**src/rtl/clock_set_controller_pkg.sv**
```systemverilog
// Shared encodings for the alarm-clock sequencer: set modes, ring states and
// the ring/snooze counter sizing helper.
package clock_set_controller_pkg;

  localparam int MODE_W = 3;

  typedef enum logic [MODE_W-1:0] {
    MODE_RUN       = 3'd0,
    MODE_SET_T_HR  = 3'd1,
    MODE_SET_T_MIN = 3'd2,
    MODE_SET_A_HR  = 3'd3,
    MODE_SET_A_MIN = 3'd4
  } mode_e;

  typedef enum logic [1:0] {
    RS_IDLE    = 2'd0,
    RS_RINGING = 2'd1,
    RS_SNOOZED = 2'd2
  } ring_e;

  function automatic int cnt_width(input int a, input int b);
    int m;
    m = (a > b) ? a : b;
    return (m > 1) ? $clog2(m) : 1;
  endfunction

endpackage

```
**src/rtl/tick_prescaler.sv**
```systemverilog
// Free-running divider: one-cycle tick when the count sits at TICK_DIV-1.
// Tick is combinational from the count register; no backpressure.
module tick_prescaler #(
  parameter int TICK_DIV = 50000000
) (
  input  logic Clk,
  input  logic Clr,
  output logic tick
);

  localparam int W = $clog2(TICK_DIV);
  localparam logic [W-1:0] LAST = W'(TICK_DIV - 1);

  logic [W-1:0] cnt;

  assign tick = (cnt == LAST);

  always_ff @(posedge Clk or negedge Clr) begin
    if (!Clr)      cnt <= '0;
    else if (tick) cnt <= '0;
    else           cnt <= cnt + W'(1);
  end

endmodule

```
**src/rtl/clock_set_controller.sv**
```systemverilog
// Alarm-clock sequencer: counter pulses, set-mode FSM and ring/snooze FSM.
// Pulse outputs are registered (one cycle after the causing tick/button); no backpressure.
module clock_set_controller
  import clock_set_controller_pkg::*;
#(
  parameter int TICK_DIV   = 50000000,
  parameter int RING_SEC   = 60,
  parameter int SNOOZE_SEC = 300
) (
  input  logic              Clk,
  input  logic              Clr,
  input  logic              Mode_btn,
  input  logic              Inc_btn,
  input  logic              Snooze_btn,
  input  logic              Alarm_On,
  input  logic              Sec_Wrap,
  input  logic              Min_Wrap,
  input  logic              Alarm_Match,
  output logic              Sec_Up,
  output logic              Min_Up,
  output logic              Hr_Up,
  output logic              AMin_Up,
  output logic              AHr_Up,
  output logic              Sec_Clr,
  output logic [MODE_W-1:0] Mode,
  output logic              Blink,
  output logic              Ringing
);

  localparam int CW = cnt_width(RING_SEC, SNOOZE_SEC);
  localparam logic [CW-1:0] RING_LOAD   = CW'(RING_SEC - 1);
  localparam logic [CW-1:0] SNOOZE_LOAD = CW'(SNOOZE_SEC - 1);

  logic          tick;
  mode_e         mode_q, mode_d;
  ring_e         ring_q, ring_d;
  logic [CW-1:0] rcnt_q, rcnt_d;
  logic          am_q, live_q;
  logic          blink_q, blink_d;
  logic          sec_up_q, min_up_q, hr_up_q, amin_up_q, ahr_up_q, sec_clr_q;
  logic          sec_up_d, min_up_d, hr_up_d, amin_up_d, ahr_up_d, sec_clr_d;
  logic          keep_time, tk, inc, match_rise;

  tick_prescaler #(.TICK_DIV(TICK_DIV)) u_prescaler (
    .Clk  (Clk),
    .Clr  (Clr),
    .tick (tick)
  );

  always_comb begin
    mode_d = mode_q;
    case (mode_q)
      MODE_RUN:       if (Mode_btn) mode_d = MODE_SET_T_HR;
      MODE_SET_T_HR:  if (Mode_btn) mode_d = MODE_SET_T_MIN;
      MODE_SET_T_MIN: if (Mode_btn) mode_d = MODE_SET_A_HR;
      MODE_SET_A_HR:  if (Mode_btn) mode_d = MODE_SET_A_MIN;
      MODE_SET_A_MIN: if (Mode_btn) mode_d = MODE_RUN;
      default:        mode_d = MODE_RUN;
    endcase
  end

  // live_q masks the reset-release cycle so nothing fires before history is valid.
  always_comb begin
    keep_time = (mode_q == MODE_RUN) || (mode_q == MODE_SET_A_HR) ||
                (mode_q == MODE_SET_A_MIN);
    tk        = tick & keep_time & live_q;
    inc       = Inc_btn & ~Mode_btn & live_q;
    sec_up_d  = tk;
    min_up_d  = (tk & Sec_Wrap) | (inc & (mode_q == MODE_SET_T_MIN));
    hr_up_d   = (tk & Sec_Wrap & Min_Wrap) | (inc & (mode_q == MODE_SET_T_HR));
    ahr_up_d  = inc & (mode_q == MODE_SET_A_HR);
    amin_up_d = inc & (mode_q == MODE_SET_A_MIN);
    sec_clr_d = ~(Mode_btn & (mode_q == MODE_SET_T_MIN));
    blink_d   = blink_q;
    if (mode_d == MODE_RUN) blink_d = 1'b0;
    else if (tick)          blink_d = ~blink_q;
  end

  always_comb begin
    ring_d     = ring_q;
    rcnt_d     = rcnt_q;
    match_rise = Alarm_Match & ~am_q & live_q;
    case (ring_q)
      RS_IDLE: begin
        if (match_rise && Alarm_On && (mode_q == MODE_RUN)) begin
          ring_d = RS_RINGING;
          rcnt_d = RING_LOAD;
        end
      end
      RS_RINGING: begin
        if (!Alarm_On) begin
          ring_d = RS_IDLE;
          rcnt_d = '0;
        end else if (Snooze_btn) begin
          ring_d = RS_SNOOZED;
          rcnt_d = SNOOZE_LOAD;
        end else if (tick) begin
          if (rcnt_q == '0) ring_d = RS_IDLE;
          else              rcnt_d = rcnt_q - CW'(1);
        end
      end
      RS_SNOOZED: begin
        if (!Alarm_On) begin
          ring_d = RS_IDLE;
          rcnt_d = '0;
        end else if (tick) begin
          if (rcnt_q == '0) begin
            ring_d = RS_RINGING;
            rcnt_d = RING_LOAD;
          end else begin
            rcnt_d = rcnt_q - CW'(1);
          end
        end
      end
      default: begin
        ring_d = RS_IDLE;
        rcnt_d = '0;
      end
    endcase
  end

  always_ff @(posedge Clk or negedge Clr) begin
    if (!Clr) begin
      mode_q    <= MODE_RUN;
      ring_q    <= RS_IDLE;
      rcnt_q    <= '0;
      am_q      <= 1'b0;
      live_q    <= 1'b0;
      blink_q   <= 1'b0;
      sec_up_q  <= 1'b0;
      min_up_q  <= 1'b0;
      hr_up_q   <= 1'b0;
      amin_up_q <= 1'b0;
      ahr_up_q  <= 1'b0;
      sec_clr_q <= 1'b1;
    end else begin
      mode_q    <= mode_d;
      ring_q    <= ring_d;
      rcnt_q    <= rcnt_d;
      am_q      <= Alarm_Match;
      live_q    <= 1'b1;
      blink_q   <= blink_d;
      sec_up_q  <= sec_up_d;
      min_up_q  <= min_up_d;
      hr_up_q   <= hr_up_d;
      amin_up_q <= amin_up_d;
      ahr_up_q  <= ahr_up_d;
      sec_clr_q <= sec_clr_d;
    end
  end

  assign Sec_Up  = sec_up_q;
  assign Min_Up  = min_up_q;
  assign Hr_Up   = hr_up_q;
  assign AMin_Up = amin_up_q;
  assign AHr_Up  = ahr_up_q;
  assign Sec_Clr = sec_clr_q;
  assign Mode    = mode_q;
  assign Blink   = blink_q;
  assign Ringing = (ring_q == RS_RINGING);

endmodule

```
**config.mk**
```make
export PLATFORM = sky130hd
export DESIGN_NAME = clock_set_controller
export DESIGN_NICKNAME = d
export VERILOG_FILES = /design/src/rtl/clock_set_controller_pkg.sv /design/src/rtl/tick_prescaler.sv /design/src/rtl/clock_set_controller.sv
export SDC_FILE = /design/constraint.sdc
export NUM_CORES = 1
export LEC_CHECK = 0
export ABC_CLOCK_PERIOD_IN_PS = 3400
export CAP_MARGIN = 20
export CORE_ASPECT_RATIO = 0.9
export CORE_UTILIZATION = 40
export DETAILED_ROUTE_END_ITERATION = 8
export PLACE_DENSITY = 0.61
export SLEW_MARGIN = 20
export SYNTH_ARGS = -nofsm -noshare
export SYNTH_HDL_FRONTEND = slang
export SYNTH_SLANG_ARGS = --single-unit
```
**constraint.sdc**
```tcl
create_clock -name Clk -period 3.4 [get_ports Clk]
set_input_delay 0.68 -clock Clk [delete_from_list [all_inputs] [get_ports Clk]]
set_output_delay 0.68 -clock Clk [all_outputs]
set_load 0.01 [all_outputs]
```
# Word level (Yosys, flattened, before mapping)
# Index checks and enable logic that the tools add are counted.
# op_classes
n_bitwise	19
addsub	2
n_eq_ne	13
mux	27
reduce_logical	11
# ops
operator	n
$mux W9	8
$pmux W9 S3	1
$add A26 B1 Y26 const B	1
$eq A26 B26 Y1 const B	1
$mux W26	1
$mux W2	8
$mux W3	5
$pmux W3 S5	1
$and A1 B1 Y1	13
$logic_not A9 Y1	1
$sub A9 B1 Y9 const B	1
$ne A4 B3 Y1 const B	2
$eq A3 B2 Y1 const B	2
$logic_not A3 Y1	2
$ne A3 B3 Y1 const B	2
$pmux W2 S3	1
$reduce_and A5 Y1	1
$ne A4 B4 Y1 const B	1
$not A1 Y1	4
$reduce_and A4 Y1	1
$eq A3 B1 Y1 const B	1
$eq A3 B3 Y1 const B	1
$eq A2 B1 Y1 const B	1
$eq A2 B2 Y1 const B	1
other kinds (7)	11
# totals
ff_bits	49
out_inout_bits	11
inputBits	9
word_cells	85

# Logic depth before layout (Yosys ltp)
# logic_depth
ltp_word	8
depth_mapped	7
depth_no_buf	7

# Hierarchy
# A second synthesis with hierarchy kept.
# unflattened
hier_cells	266
hier_area_um2	2656.3
# modules_own_cells
mod	seq_area_each_um2	cells_each	n_inst	area_each_um2
tick_prescaler	650.6	134	1	1337.5
clock_set_controller	576.8	132	1	1318.8

# Least setup slack after synthesis
# Ideal clock, no wire load.
# synth_path
path_kind	register to register
start	reg u_prescaler.cnt[0]
end	reg rcnt_q[0]
required_time_ps	3275
synth_period_minus_slack_ps	1973
stages_incl_launch_ff	7
path_slack_ps	1427
path_buffers	0
arrival_ps	1848
setup_time_ps	125
path_cell_list	dfrtp_1 ha_1 and4_1 nand3_1 o31a_1 nor2_4 mux2_4
# synth_via
elab_chain_len	3
word_cells_on_any_way	4
classes_between	eq/ne: 3; reduce/logical: 1
# synth_rtl
element	line	text
from (decl)	tick_prescaler.sv:14	logic [W-1:0] cnt;
from (signal assigned)	tick_prescaler.sv:21	else cnt <= cnt + W'(1);
$eq A26 B26 Y1 *	tick_prescaler.sv:16	assign tick = (cnt == LAST);
$ne A4 B3 Y1 (no source line) or $ne A3 B3 Y1 (tied branches)	n/a	
$reduce_and A4 Y1 (no source line) *	n/a	
to (signal assigned)	clock_set_controller.sv:139	rcnt_q <= rcnt_d;
to (decl)	clock_set_controller.sv:37	logic [CW-1:0] rcnt_q, rcnt_d;
# Every way passes the cells marked *; elsewhere a longest branch is shown, timed or not.
# A chain may end at the register's enable or synchronous reset.

# Final worst setup path
# layout_path
start	reg ring_q[0]
end	out Ringing
# layout_via
elab_chain_len	1
# layout_rtl
element	line	text
from (decl)	clock_set_controller.sv:36	ring_e ring_q, ring_d;
from (signal assigned)	clock_set_controller.sv:138	ring_q <= ring_d;
$eq A2 B1 Y1	clock_set_controller.sv:160	assign Ringing = (ring_q == RS_RINGING);
to (decl)	clock_set_controller.sv:27	output logic Ringing
# No other way between the ends.

==> metrics.yaml <==
sta:
  finalCritPeriodShare_pct: 77.2
  timing.final.ws_setup_ns: 0.774
  fin_skew_ns: 0.00586
  max-slew-margin-rel_pct: 50.6
  tightest_slew_ns: 0.735
  setup_tns_ns: 0
  fmax_mhz: 381
  finalHoldViolations: 0
  slew_violations: 0
  setup_violations: 0
  finalCriticalPeriod_ns: 2.63
  rsz0062_at_grt: "false"
routing:
  drt_iter0_drc: 170
  drc: 0
  wirelength_um: 5320
  vias: 1997
  drt_first_pass_iters: 4
  ant_nets: 0
  wl_per_cell_um: 14.4
  via_per_inst: 5.43
grt:
  grt_pass1_wl_um: 9180
  top_usage_layer: "met1"
  global_route.usage.total_pct: 17.4
  grt_pass1_vias: 1884
  antenna_found_initial: 0
  use_met1_pct: 26.3
  use_met3_pct: 3.89
  gr-usage-met2_pct: 23.8
  gr-total-overflow: 0
  grt_max_degree: 50
clock_network:
  clk_latency_ns: 0.30
  cts_max_level: 2
  cts_sinks: 49
  tritoncts: "done"
  postCtsResizedCells: 0
  cts_buffers: 5
  cts_buffer_depth: 2
  cts_root_buffer: "clkbuf_8"
  postCtsSetupRepairBufs: 0
  ctsHoldBuffers: 0
  path_clk_slew_ns: 0.09
critical_path:
  critPathCaptureType: "output port"
  slowest_stage: "clkdlybuf4s50_1"
  crit_type: "reg -> out"
  crit_fanout: 13
  cp_cell_sequence: "nor2b_1, clkdlybuf4s50_1"
  slowest_delay_ns: 0.62
  cp.arrival_ns: 1.95
  cp.required_ns: 2.72
  cp-start-kind: "flip-flop"
  reg2reg_depth: 6
final_layout:
  drive_above_1_share_pct: 9.96
  fin_nets: 292
  diodes: 0
  final_common_cell: "dfrtp_1"
  final_cell_mix: "dfrtp_1 (48), nor2_1 (31), nand2_1 (20)"
  area_growth_pct: 15.2
flow_run:
  maxCapViolCount: 0
place:
  dp_hpwl_um: 3710
  port_buffers: 19
  gp_congestion: 0.913
  pre_cts_slack_ns: 0.578
floorplan:
  initial_utilization_pct: 42.0
  dieArea_mm2: 0.00686
  die_height_um: 78.7
  rows: 27
  fp.dieW_um: 87.2
  core_mm2: 0.00622
  boundaryPins: 20
synthesis:
  synth_area_leaders: "dfrtp_1 (46%), xor2_1 (4.7%), nor2_1 (4.5%)"
  seq_area_frac_synth_pct: 47.0
  synth_top_area_cell: "dfrtp_1"
  synth_enable_flop_cells: 0
  synth_nets: 271
  synth_warnings: 0
  synth-seq-cells: 49
  async_reset_ff_share_pct: 100
  synth_area_per_cell_um2: 10.1
  netlist_area_mm2: 0.00261
  yosysUniqueCellTypes: 57
  synth_flop_cell: "dfrtp_1"
  synthCells: 259
  synth_top_area_share_pct: 46.0
power:
  powerDensity_mw_per_mm2: 569
  ir_drop_v: 0.000326
  cellLeakagePower_uw: 0.00127
hold_path:
  hold_class: "in -> async"
outcome:
  status: "complete, no violations"
cell usage after synthesis (2+ instances only):
cell	count
nand4_1	8
a32o_1	4
inv_1	8
o21ai_0	8
ha_1	3
a211oi_1	3
clkbuf_1	5
nor4_1	2
and3_1	7
o21a_1	2
o31ai_1	6
nor3b_1	2
a31oi_1	3
mux2_4	2
nor4_2	2
xnor2_1	13
a21oi_1	6
o21ai_1	2
dfrtp_1	48
xor2_1	14
nand2b_1	2
nand2_1	20
nand3_1	15
nor2b_1	8
and4_1	2
or4_4	2
nor2_4	2
nor2_1	31
critical path: cells and delay by family, from the launching register on:
family        cells  cell delay [ns]
buf+inv           1             0.62
flops             1             0.58
simple gates      1             0.44
metal layers:
layer,vias up,share of wire (%)
met5,-,0
met4,0,1.1
met3,7,4.2
met2,40,43
met1,976,51
li1,974,-
where the power goes:
group	switching, uW	leakage [uW]	internal, uW	total [uW]
clock network	187	0.0000585	240	427
logic	285	0.000574	252	537
registers	101	0.000641	647	747
cell families (layout without fill, tap and decap cells):
group / count (synthesis) / in the layout / synth area share, %
DFF: 49 / 49 / 47.0
adders and majority gates: 3 / 3 / 1.44
buffers and inverters: 14 / 36 / 2.06
muxes: 3 / 3 / 1.53
AOI/OAI and AO/OA: 47 / 47 / 13.7
xor gates and xnor gates: 27 / 27 / 9.05
and+or+nand+nor: 115 / 115 / 25.1
other: 1 / 1 / 0.143
registers in the layout (all words and copies together) (netlist names):
| signal | count |
|---|---|
| u_prescaler.cnt | 26 |
| rcnt_q | 9 |
| Mode | 3 |
| ring_q | 2 |
| AHr_Up | 1 |
| AMin_Up | 1 |
| Blink | 1 |
| Hr_Up | 1 |
| Min_Up | 1 |
| Sec_Clr | 1 |
| Sec_Up | 1 |
| am_q | 1 |
| live_q | 1 |
through the flow:
step / util (%) / total power, uW / hold slack [ns] / std cells / area (um^2)
6_report: 48.4 / 1710 / 0.379 / 368 / 3010
5_1_grt: 48.4 / 1830 / 0.435 / 368 / 3010
4_1_cts: 48.4 / 1720 / 0.489 / 368 / 3010
3_5_place_dp: 46.5 / 1290 / 0.475 / 360 / 2890
3_3_place_gp: 46.5 / 1280 / 0.477 / 360 / 2890
2_1_floorplan: - / 1110 / 0.384 / 259 / 2610
layout make-up:
cell class                 count  area, um^2
fill                         609        3210
multi-input combinational    196        1330
sequential                    49        1230
timing repair buffer          20         195
tap                           87         109
clock buffer                   7        86.3
clock inverter                 1        30.0
inverter                       8        30.0
final timing paths:
path,start,to,slack [ns]
setup reg to reg,u_prescaler.cnt[0]$_DFF_PN0_,rcnt_q[0]$_DFFE_PN0P_,1.18
hold reg to reg,u_prescaler.cnt[0]$_DFF_PN0_,u_prescaler.cnt[0]$_DFF_PN0_,0.49
hold / removal,Clr,u_prescaler.cnt[3]$_DFF_PN0_,0.38
setup / recovery,ring_q[0]$_DFFE_PN0P_,Ringing,0.77
max in group asynchronous,Clr,rcnt_q[1]$_DFFE_PN0P_,2.61
min in group Clk,u_prescaler.cnt[0]$_DFF_PN0_,u_prescaler.cnt[0]$_DFF_PN0_,0.49
Note: power is estimated with default switching activity, not from simulation.
